$ cat config.mk
export PLATFORM = sky130hd
export DESIGN_NAME = seg7_shift_out
export DESIGN_NICKNAME = d
export VERILOG_FILES = /design/src/rtl/seg7_shift_out.sv
export SDC_FILE = /design/constraint.sdc
export NUM_CORES = 1
export LEC_CHECK = 0
export ABC_AREA = 1
export BUFFER_PORTS_ARGS = -buffer_cell sky130_fd_sc_hd__buf_2
export CAP_MARGIN = 0
export CORE_ASPECT_RATIO = 0.5
export CORE_MARGIN = 3
export CORE_UTILIZATION = 63
export DETAILED_ROUTE_END_ITERATION = 8
export PLACE_DENSITY = 0.9
export SYNTH_ARGS = -nofsm -noshare
export SYNTH_HDL_FRONTEND = slang
export SYNTH_SLANG_ARGS = --single-unit
$ cat constraint.sdc
create_clock -name clk -period 2.6 [get_ports clk]
set_input_delay 0.52 -clock clk [delete_from_list [all_inputs] [get_ports clk]]
set_output_delay 0.52 -clock clk [all_outputs]
set_load 0.005 [all_outputs]
$ cat src/rtl/seg7_shift_out.sv
// Serialises one 8-bit segment pattern per valid/ready handshake into an external
// 74HC595 (SER / SRCLK / RCLK). Optionally drops a pattern equal to the last one latched.
module seg7_shift_out #(
    parameter int unsigned DIV       = 2,    // clk cycles per sr_clk half-period and latch width, 1..255
    parameter bit          MSB_FIRST = 1'b1,
    parameter bit          SKIP_SAME = 1'b1
) (
    input  logic       clk,
    input  logic       reset,
    input  logic [7:0] seg_in,
    input  logic       seg_valid,
    output logic       seg_ready,
    output logic       sr_data,
    output logic       sr_clk,
    output logic       sr_latch
);

    typedef enum logic [1:0] {
        IDLE     = 2'd0,
        SHIFT_LO = 2'd1,
        SHIFT_HI = 2'd2,
        LATCH    = 2'd3
    } state_t;

    localparam logic [7:0] DIV_LAST = 8'(DIV - 1);

    state_t      r_state;
    state_t      w_state_next;
    logic [7:0]  r_div_cnt;
    logic [2:0]  r_bit_cnt;
    logic [7:0]  r_shift;
    logic [7:0]  r_pattern;
    logic [7:0]  r_last_sent;
    logic        r_primed;
    logic        r_sr_data;
    logic        r_sr_clk;
    logic        r_sr_latch;

    logic        w_accept;
    logic        w_skip;
    logic        w_div_done;
    logic        w_last_bit;
    logic        w_load;
    logic        w_advance;
    logic        w_finish;
    logic        w_sr_clk_next;
    logic        w_sr_latch_next;
    logic [7:0]  w_shift_next;
    logic        w_first_bit;
    logic        w_next_bit;

    // seg_ready is the only combinational output; it drops the instant reset rises.
    assign seg_ready  = (r_state == IDLE) && !reset;
    assign w_accept   = seg_valid && seg_ready;
    assign w_skip     = SKIP_SAME && r_primed && (seg_in == r_last_sent);
    assign w_div_done = (r_div_cnt == DIV_LAST);
    assign w_last_bit = (r_bit_cnt == 3'd7);

    assign w_shift_next = MSB_FIRST ? {r_shift[6:0], 1'b0} : {1'b0, r_shift[7:1]};
    assign w_first_bit  = MSB_FIRST ? seg_in[7]  : seg_in[0];
    assign w_next_bit   = MSB_FIRST ? r_shift[6] : r_shift[1];

    // State register.
    // NOTE: sequential state uses non-blocking assignments so every flop samples
    // pre-edge values regardless of statement order.
    always_ff @(posedge clk or posedge reset) begin
        if (reset) begin
            r_state <= IDLE;
        end else begin
            r_state <= w_state_next;
        end
    end

    // Next-state logic.
    // NOTE: default assignment first so no path leaves w_state_next unassigned (no latch).
    always_comb begin
        w_state_next = r_state;
        unique case (r_state)
            IDLE: begin
                if (w_accept && !w_skip) begin
                    w_state_next = SHIFT_LO;
                end
            end
            SHIFT_LO: begin
                if (w_div_done) begin
                    w_state_next = SHIFT_HI;
                end
            end
            SHIFT_HI: begin
                if (w_div_done) begin
                    w_state_next = w_last_bit ? LATCH : SHIFT_LO;
                end
            end
            LATCH: begin
                if (w_div_done) begin
                    w_state_next = IDLE;
                end
            end
            default: w_state_next = IDLE;
        endcase
    end

    // Output / datapath-control decode; pin levels are registered from the next state.
    always_comb begin
        w_load          = (r_state == IDLE) && w_accept && !w_skip;
        w_advance       = (r_state == SHIFT_HI) && w_div_done && !w_last_bit;
        w_finish        = (r_state == LATCH) && w_div_done;
        w_sr_clk_next   = (w_state_next == SHIFT_HI);
        w_sr_latch_next = (w_state_next == LATCH);
    end

    // Datapath and registered pins.
    always_ff @(posedge clk or posedge reset) begin
        if (reset) begin
            r_div_cnt   <= 8'd0;
            r_bit_cnt   <= 3'd0;
            r_shift     <= 8'd0;
            r_pattern   <= 8'd0;
            r_last_sent <= 8'hFF;
            r_primed    <= 1'b0;
            r_sr_data   <= 1'b0;
            r_sr_clk    <= 1'b0;
            r_sr_latch  <= 1'b0;
        end else begin
            // Divider restarts on every phase change and idles at zero.
            if ((r_state == IDLE) || (w_state_next != r_state)) begin
                r_div_cnt <= 8'd0;
            end else begin
                r_div_cnt <= r_div_cnt + 8'd1;
            end

            if (w_accept) begin
                r_shift <= seg_in;
            end else if (w_advance) begin
                r_shift <= w_shift_next;
            end

            if (w_load) begin
                r_pattern <= seg_in;
                r_bit_cnt <= 3'd0;
                r_sr_data <= w_first_bit;
            end else if (w_advance) begin
                r_bit_cnt <= r_bit_cnt + 3'd1;
                r_sr_data <= w_next_bit;
            end

            // Only a completed latch pulse updates the duplicate filter.
            if (w_finish) begin
                r_last_sent <= r_pattern;
                r_primed    <= 1'b1;
            end

            r_sr_clk   <= w_sr_clk_next;
            r_sr_latch <= w_sr_latch_next;
        end
    end

    assign sr_data  = r_sr_data;
    assign sr_clk   = r_sr_clk;
    assign sr_latch = r_sr_latch;

endmodule

==> impl_table.tex <==
\begin{tabular}{lr}
\hline
Metric & Value \\
\hline
\multicolumn{2}{l}{\textbf{Logic synthesis}} \\
Sequential share of the synthesized area & 50.37\% \\
Library cells used by synthesis & 28 \\
Mapped cell area & 2007 µm² \\
Post-synthesis cell count & 227 \\
Area share of the largest cell type after synthesis & 39.90\% \\
Mean instance size in the synthesized netlist & 8.841 µm² \\
Count of state elements after synthesis & 40 \\
Synth warn & 0 \\
Yosys top cell by area & sky130\_fd\_sc\_hd\_\_dfrtp\_1 \\
Total nets after synthesis & 242 \\
Top cells by area in the synthesized netlist & sky130\_fd\_sc\_hd\_\_dfrtp\_1, sky130\_fd\_sc\_hd\_\_dfstp\_2, sky130\_fd\_sc\_hd\_\_nand2\_1 \\
\multicolumn{2}{l}{\textbf{Floorplanning}} \\
Number of top-level design ports & 15 \\
Core outline area & 2814 µm² \\
Starting utilization of the core area & 71.32\% \\
Height of the die & 45.91 µm \\
Die Area & 3940 µm² \\
DIE WIDTH & 85.82 µm \\
Rows & 13 \\
\multicolumn{2}{l}{\textbf{Run}} \\
Max Cap Violations & 0 \\
\multicolumn{2}{l}{\textbf{Clocking}} \\
Total clock buffers created by CTS & 5 \\
Clock transition time at the flip-flop clock pins of the worst setup and hold paths & 70 ps \\
Clock root buffer & sky130\_fd\_sc\_hd\_\_clkbuf\_8 \\
Clock latency reported for the late side of the worst-skew pair & 300 ps \\
Quantity of gates resized following cts & 0 \\
H-tree depth & 2 \\
Clock Tree Buf Depth & 2 \\
Post-CTS setup repair buffer count & 0 \\
TritonCTS clock tree & built \\
Clk sinks & 40 \\
Number of hold buffers added after CTS & 0 \\
\multicolumn{2}{l}{\textbf{Power}} \\
Power density relative to cell area & 1119 nW/µm² \\
Leakage Power & 1.123 nW \\
IR drop worst, VDD & 0.7620 mV \\
Final Power & 0.002466 W \\
\multicolumn{2}{l}{\textbf{Setup path}} \\
Element type at the critical path start & flip-flop \\
Ordered cell list for the critical path & nor2\_2 -> inv\_2 -> nor2\_4 -> buf\_2 \\
CP arrival & 1200 ps \\
CP max stage delay & 440 ps \\
Reg2Reg Setup Slack & 990 ps \\
Type of destination of the critical path & output pin \\
Cell type of the slowest stage on the worst timing path & sky130\_fd\_sc\_hd\_\_dfrtp\_1 \\
Worst Setup Path Type & flip-flop to output pin \\
Crit path max fanout & 4 \\
CP Data Required Time & 2080 ps \\
\multicolumn{2}{l}{\textbf{Timing}} \\
Max-slew violations & 0 \\
Unrepaired setup endpoints after global routing & no \\
Accumulated negative setup slack & 0 ps \\
Share of the cycle needed by the critical path after routing & 66.21\% \\
Final period demand of the worst path & 1722 ps \\
Least-Margin Pin Slew & 500.8 ps \\
Count of final setup violators & 0 \\
Worst slew margin & 66.61\% \\
Hold Fails Final Rpt & 0 \\
Setup Skew & 7.299 ps \\
Peak Freq & 0.5809 GHz \\
\multicolumn{2}{l}{\textbf{Status}} \\
Run status & finished, final reports clean \\
\multicolumn{2}{l}{\textbf{Layout}} \\
\# nets final & 261 \\
Synth-to-layout area growth & 9.850\% \\
Inserted Diodes & 0 \\
Share of cells above drive strength 1 & 27.94\% \\
Post-layout utilization of the core & 78.35\% \\
\multicolumn{2}{l}{\textbf{Place}} \\
Final HPWL DP & 2752 µm \\
Quantity of I/O buffers inserted on ports & 14 \\
Routability-driven placement congestion ratio & 0.8953 \\
\multicolumn{2}{l}{\textbf{Routing}} \\
Vias & 1511 \\
Number of optimization iterations in the first detailed-route pass & 4 \\
Number of nets with antenna violations after routing & 0 \\
Total length of routed wires & 3855 µm \\
Detailed router's first-iteration violation count & 103 \\
Mean number of vias per cell & 5.320 \\
Remaining routing DRC violations & 0 \\
WL per Instance & 13.57 µm \\
\multicolumn{2}{l}{\textbf{GRT}} \\
Global routing usage on met1 & 30.17\% \\
GRT Resource Usage Total & 23.89\% \\
First-pass GRT wire length & 6900 µm \\
Sum of overflow across all layers after global routing & 0 \\
GRT Max-Usage Layer & met2 \\
Antenna violations before repair & 0 \\
Met2 Use GR & 39.81\% \\
Number of global-route vias before repair & 1527 \\
Maximum number of pins on one net before global-route repair & 41 \\
M3 GR Usage & 6.859\% \\
\multicolumn{2}{l}{\textbf{Min path}} \\
Classification of the worst-slack hold path & primary input to asynchronous set/reset pin \\
\hline
\end{tabular}
==> synth_stat cells (all sizes together) <==
cell    instances
a21oi          14
a31oi           1
buf             3
dfrtp          32
dfstp           8
ha              4
inv            34
nand2          63
nand3           9
nand4           1
nor2           26
nor3            6
o211ai          1
o21a            1
o21ai          20
xnor2           2
xor2            2
==> final timing paths <==
path | from | to | cells after the start
setup / recovery | r_state[1]$_DFF_PP0_ | seg_ready | 4
hold / removal | reset | r_div_cnt[2]$_DFF_PP0_ | 3
max in group asynchronous | reset | r_last_sent[0]$_DFFE_PP1P_ | 3
hold reg to reg | r_primed$_DFFE_PP0P_ | r_primed$_DFFE_PP0P_ | 2
setup reg to reg | r_last_sent[3]$_DFFE_PP1P_ | sr_latch$_DFF_PP0_ | 9
min in group clk | r_primed$_DFFE_PP0P_ | r_primed$_DFFE_PP0P_ | 2
==> final cells by class <==
class,instances,area (µm²)
inverter,34,132.6
tap,37,46.29
sequential,40,1011
clock buffer,6,72.57
timing repair buffer,15,77.57
multi-input combinational,150,829.5
fill,188,609.3
clock inverter,2,35.03
==> sequential cells by signal (all words and copies together) (netlist names) <==
signal	count
r_shift	7
sr_data	1
r_last_sent	8
sr_clk	1
r_div_cnt	8
r_pattern	8
sr_latch	1
r_bit_cnt	3
r_state	2
r_primed	1
==> cell families (layout without fill, tap and decap cells) <==
kind of cell               Yosys count  in the layout  share of synthesized area (%)
DFF                                 40             40                          50.37
AOI/OAI and AO/OA                   37             37                          12.16
xor gates and xnor gates             4              4                          1.746
buffers and inverters               37             57                          8.292
and+or+nand+nor                    105            105                          24.94
adders and majority gates            4              4                          2.494
==> cells in the final DEF, fill, tap and decap left out, drive strengths merged <==
cell type,n
nand2,63
inv,34
dfrtp,32
nor2,26
o21ai,20
buf,15
a21oi,14
nand3,9
dfstp,8
clkbuf,6
nor3,6
ha,4
xnor2,2
xor2,2
o211ai,1
nand4,1
o21a,1
a31oi,1
bufinv,1
clkinv,1
==> report_power, final <==
part | leakage [nW] | switching [W] | total, W | internal (W)
Sequential | 0.484 | 0.000165 | 0.00108 | 0.000916
Combinational | 0.584 | 0.000556 | 0.000884 | 0.000328
Clock | 0.0552 | 0.000216 | 0.000501 | 0.000285
==> critical path: cells and delay by family (launching register included) <==
| kind | cells | cell delay, ps |
|---|---|---|
| flops | 1 | 440 |
| simple gates | 2 | 280 |
| buf+inv | 2 | 190 |
==> stage by stage <==
| step | area (µm²) | setup WS [ps] | cells | hold slack (ps) |
|---|---|---|---|---|
| 3_3_place_gp | 2097 | 953.2 | 276 | 438.2 |
| 4_1_cts | 2205 | 865.1 | 284 | 376.2 |
| 5_1_grt | 2205 | 743.9 | 284 | 401.0 |
| 3_5_place_dp | 2097 | 902.8 | 276 | 448.7 |
| 6_report | 2205 | 878.5 | 284 | 363.3 |
| 2_1_floorplan | 2007 | 1176 | 227 | 421.3 |
==> per-layer routing <==
metal | wire length (µm) | vias up
met5 | 0 | -
met4 | 65 | 0
met3 | 146 | 9
met2 | 1829 | 24
met1 | 1813 | 725
li1 | - | 753
Note: power is estimated with default switching activity, not from simulation.
